**src/rtl/instr_fetch.sv**
```systemverilog
// Fetch stage of the 9-bit CPU: owns the PC, reads synchronous instruction memory and
// hands words to decode over valid/ready, with a 1-entry skid buffer, redirects and halt on dne.
module instr_fetch #(
  parameter int                PC_W     = 12,
  parameter int                INSTR_W  = 9,
  parameter logic [PC_W-1:0]   RESET_PC = '0
) (
  input  logic               clk,
  input  logic               reset,
  input  logic               start,
  output logic               imem_rd_en,
  output logic [PC_W-1:0]    imem_addr,
  input  logic [INSTR_W-1:0] imem_data,
  output logic               dec_valid,
  input  logic               dec_ready,
  output logic [INSTR_W-1:0] dec_instr,
  output logic [PC_W-1:0]    dec_pc,
  input  logic               redirect_en,
  input  logic [PC_W-1:0]    redirect_pc,
  output logic               halted
);

  // {func, dne} is the all-ones encoding
  localparam logic [INSTR_W-1:0] DNE = '1;

  typedef enum logic [1:0] {IDLE, FETCH, HALT} state_t;

  state_t state_reg, state_next;

  logic [PC_W-1:0]    pc_reg;
  logic               inflight_reg;
  logic [PC_W-1:0]    inflight_pc_reg;
  logic               out_valid_reg;
  logic [INSTR_W-1:0] out_instr_reg;
  logic [PC_W-1:0]    out_pc_reg;
  logic               skid_valid_reg;
  logic [INSTR_W-1:0] skid_instr_reg;
  logic [PC_W-1:0]    skid_pc_reg;

  logic fetching;
  logic handshake;
  logic dne_accept;
  logic issue;

  // A returning word with an empty output register is presented straight from memory,
  // which gives the two-cycle start/redirect latency and full throughput.
  assign fetching   = (state_reg == FETCH);
  assign dec_valid  = fetching & (out_valid_reg | inflight_reg);
  assign dec_instr  = out_valid_reg ? out_instr_reg : (inflight_reg ? imem_data : '0);
  assign dec_pc     = out_valid_reg ? out_pc_reg    : (inflight_reg ? inflight_pc_reg : '0);
  assign handshake  = dec_valid & dec_ready;
  assign dne_accept = handshake & (dec_instr == DNE);
  assign issue      = fetching & !skid_valid_reg
                    & !(inflight_reg & dec_valid & !dec_ready) & !redirect_en;

  always_ff @(posedge clk or posedge reset) begin
    if (reset) begin
      state_reg <= IDLE;
    end else begin
      state_reg <= state_next;
    end
  end

  always_comb begin
    state_next = state_reg;
    case (state_reg)
      IDLE, HALT: if (start)      state_next = FETCH;
      FETCH:      if (dne_accept) state_next = HALT;
      default:                    state_next = IDLE;
    endcase
  end

  always_comb begin
    imem_rd_en = issue;
    imem_addr  = issue ? pc_reg : '0;
    halted     = (state_reg == HALT);
  end

  always_ff @(posedge clk or posedge reset) begin
    if (reset) begin
      pc_reg          <= RESET_PC;
      inflight_reg    <= 1'b0;
      inflight_pc_reg <= '0;
      out_valid_reg   <= 1'b0;
      out_instr_reg   <= '0;
      out_pc_reg      <= '0;
      skid_valid_reg  <= 1'b0;
      skid_instr_reg  <= '0;
      skid_pc_reg     <= '0;
    end else if (!fetching) begin
      if (start) pc_reg <= RESET_PC;
      inflight_reg   <= 1'b0;
      out_valid_reg  <= 1'b0;
      skid_valid_reg <= 1'b0;
    end else if (dne_accept || redirect_en) begin
      // halt outranks a simultaneous redirect: the PC is left untouched
      if (!dne_accept) pc_reg <= redirect_pc;
      inflight_reg   <= 1'b0;
      out_valid_reg  <= 1'b0;
      skid_valid_reg <= 1'b0;
    end else begin
      if (issue) pc_reg <= pc_reg + 1'b1;
      inflight_reg    <= issue;
      inflight_pc_reg <= pc_reg;
      if (out_valid_reg) begin
        if (handshake) begin
          if (skid_valid_reg) begin
            out_instr_reg  <= skid_instr_reg;
            out_pc_reg     <= skid_pc_reg;
            skid_valid_reg <= 1'b0;
          end else if (inflight_reg) begin
            out_instr_reg <= imem_data;
            out_pc_reg    <= inflight_pc_reg;
          end else begin
            out_valid_reg <= 1'b0;
          end
        end else if (inflight_reg) begin
          skid_instr_reg <= imem_data;
          skid_pc_reg    <= inflight_pc_reg;
          skid_valid_reg <= 1'b1;
        end
      end else if (inflight_reg && !handshake) begin
        out_instr_reg <= imem_data;
        out_pc_reg    <= inflight_pc_reg;
        out_valid_reg <= 1'b1;
      end
    end
  end

endmodule

```
**config.mk**
```make
export PLATFORM = sky130hd
export DESIGN_NAME = instr_fetch
export DESIGN_NICKNAME = d
export VERILOG_FILES = /design/src/rtl/instr_fetch.sv
export SDC_FILE = /design/constraint.sdc
export NUM_CORES = 1
export LEC_CHECK = 0
export BUFFER_PORTS_ARGS = -buffer_cell sky130_fd_sc_hd__buf_4
export CAP_MARGIN = 20
export CORE_MARGIN = 8
export CORE_UTILIZATION = 60
export DETAILED_ROUTE_END_ITERATION = 6
export PLACE_DENSITY_LB_ADDON = 0.3
export SLEW_MARGIN = 30
export SYNTH_ARGS = -nofsm -noshare
export SYNTH_HDL_FRONTEND = slang
export SYNTH_SLANG_ARGS = --single-unit
```
**constraint.sdc**
```tcl
create_clock -name clk -period 5.4 [get_ports clk]
set_clock_uncertainty 0.05 [all_clocks]
set_input_delay 0.27 -clock clk [delete_from_list [all_inputs] [get_ports clk]]
set_output_delay 0.27 -clock clk [all_outputs]
set_load 0.005 [all_outputs]
```
==> results.toml <==
[logic_synthesis]
syn_nets = 379
ys_async_sr_fraction_pct = 100.0
ys_ff_latch = 71
synthFlopType = "dfrtp_1"
netlist_instances = 352
ys_types = 56
syn_avg_cell_area_sq_um = 10.87
syn_area_sq_um = 3827
yosys_warnings = 0
yosysSeqAreaShare_pct = 46.42
synth_edf_count = 0

[power]
p_sw_share_pct = 28.29
p_clk_share_pct = 32.1
seq_power_share_pct = 46.8
combPwrFrac_pct = 21.1
switchingPower_uw = 466.5
pwr_density_cell_nw_per_um2 = 363.3
power_mw = 1.649
irDropWorstVdd_v = 0.0002572
internal_power_mw = 1.182
p_leak_nw = 2.108

[detailed_routing]
drc_errors = 0
first_pass_iters = 4
wl_per_cell_microns = 20.88
drt_iter0_drc = 237
ant_nets = 0
dr_total_vias = 3103
viasPerCell = 6.398
wl_microns = 10130

[finish]
multi_input_area_sq_um = 1911
final_core_util_pct = 72.29
fin_nets = 430
final_cell_mix = "70 x dfrtp_1, 64 x buf_4, 38 x mux2_2, 26 x nand2_1, 24 x a21oi_1"
nFillCells = 451
mostFrequentLayoutCell = "dfrtp_1"
drive_above_1_share_pct = 34.80
fin_cells = 485
syn2layout_area_growth_pct = 18.57
n_antenna_cell = 0
ff_latch_area_sq_um = 1778

[die]
ios = 62
fp.coreArea_sq_um = 6277
die_h_microns = 95.87
rows = 29
die_area_sq_um = 9191
die_w_microns = 95.87
start_util_pct = 60.97

[clock_tree]
tritoncts = "yes"
cts_buffers = 9
postCtsHoldBufs = 0
cts.sinks = 71
insertion_delay_ps = 350
clk_pin_slew_ps = 80
ctsResizeCount = 0
clockBufferDepth = 2
h-tree-depth = 3
post_cts_buffers = 0
root_buffer = "clkbuf_8"

[timing]
fin_ws_ps = 2502
post-route-min-period_ps = 2898
setup-tns-final_ps = 0
relSlewSlack_pct = 49.93
fin_crit_sh_pct = 53.67
final_hold_viol_count = 0
max_freq_mhz = 345.1
drv_slew = 0
rsz0062_at_grt = "false"
setup_viol_count_final = 0
worstMarginPinSlew_ps = 747.6

[worst_setup_path]
max_stage_delay_ps = 800
crit_type = "reg -> reg"
startpoint = "out_valid_reg"
worstPathMaxFanout = 36
crit_chain = "nand3b_1, nor2_1, o221a_2, nor2_2, buf_4, mux2_4"
critPathSlowestCell = "dfrtp_2"
crit_required_ps = 5590
rrSetupSlack_ps = 2500
startpoint_type = "flop"
path_delay_family = "simple AND/OR/NAND/NOR gates"
path_buf_inv = 1
r2r_end = "out_pc_reg[1]"
crit_path_end_kind = "flop"
critical_path_arrival_ps = 3090
reg2reg_depth = 6
r2r_start = "out_valid_reg"

[global_routing]
antenna_found_initial = 0
grt_max_degree = 72
grt_overflow = 0
grt_pass1_vias = 3184
grt_pass1_wl_microns = 16480
grt.total_usage_pct = 23.47

[worst_hold_path]
hold_class = "in -> async"

[placed_design]
place_hpwl_microns = 6829
dp.cells = 469
place_ws_ps = 2226
place_congestion = 0.9169
io_buffers = 61

[run_status]
status = "completed"

[job]
drv_cap = 0
worst max path at each step:
stage,end,cells past startpoint
finish,out_pc_reg[1],6
global route,out_pc_reg[1],6
CTS,out_pc_reg[1],6
detailed placement,out_pc_reg[1],6
global placement,out_pc_reg[1],6
floorplan,inflight_pc_reg[0],1
tightest hold or removal path, cell delays in order:
cell   delay (ps)
buf_4         110
inv_2          40
buf_6         510
logic make-up after synthesis:
logic type	Yosys count	synth area share, %
xor+xnor	1	0.2289
fa+ha+maj	1	0.3269
simple gates	101	13.67
mux	66	20.10
buf+inv	29	3.792
compound gates	83	15.46
flops	71	46.42
cell type report:
cell class / count / share of cell area (%)
clock buffer: 11 / 3.116
multi-input combinational: 252 / 42.10
inverter: 4 / 0.3309
timing repair buffer: 65 / 10.84
clock inverter: 5 / 2.316
sequential: 71 / 39.18
tap: 77 / 2.123
metrics by stage:
| step | cell area [sq um] | hold slack [ps] |
|---|---|---|
| after floorplan | 3827 | 330.2 |
| after global placement | 4284 | 426.4 |
| after detailed placement | 4287 | 443.5 |
| after CTS | 4533 | 118.7 |
| after global routing | 4538 | 100.3 |
| final | 4538 | 42.99 |
cells in the mapped netlist, types with 2 or more instances:
cell type	n	area [sq um]
a21o_1	3	22.52
a21oi_1	24	120.1
a22o_1	19	166.4
a31oi_1	5	31.28
a32o_1	2	20.02
a32oi_1	2	17.52
and2_1	12	75.07
and3_1	3	18.77
buf_1	2	7.510
buf_2	14	70.07
buf_6	2	22.52
clkbuf_1	6	22.52
dfrtp_1	71	1777
inv_1	3	11.26
mux2_1	9	101.4
mux2_2	38	427.9
mux2_4	10	150.1
mux2i_1	9	90.09
nand2_1	26	97.59
nand3_1	14	70.07
nand3b_1	4	30.03
nor2_1	19	71.32
nor2b_1	5	31.28
nor3_1	4	20.02
o21ai_0	8	40.04
o21ai_1	2	10.01
o221a_2	2	22.52
o22ai_1	2	12.51
o31ai_1	4	30.03
or3b_1	2	17.52
layer usage:
layer  track usage, %  share of wire, %
met5                0                 0
met4            9.987               1.5
met1            29.77                42
met2            38.97                50
met3            3.744               6.4
power groups by stage:
stage | Combinational [mW] | Sequential [mW] | Clock (mW)
final | 0.347 | 0.771 | 0.530
after CTS | 0.350 | 0.768 | 0.534
after global routing | 0.382 | 0.786 | 0.555
after detailed placement | 0.346 | 0.774 | 0
after floorplan | 0.248 | 0.728 | 0
after global placement | 0.331 | 0.768 | 0
No activity file was read; power rests on OpenSTA's default activity.
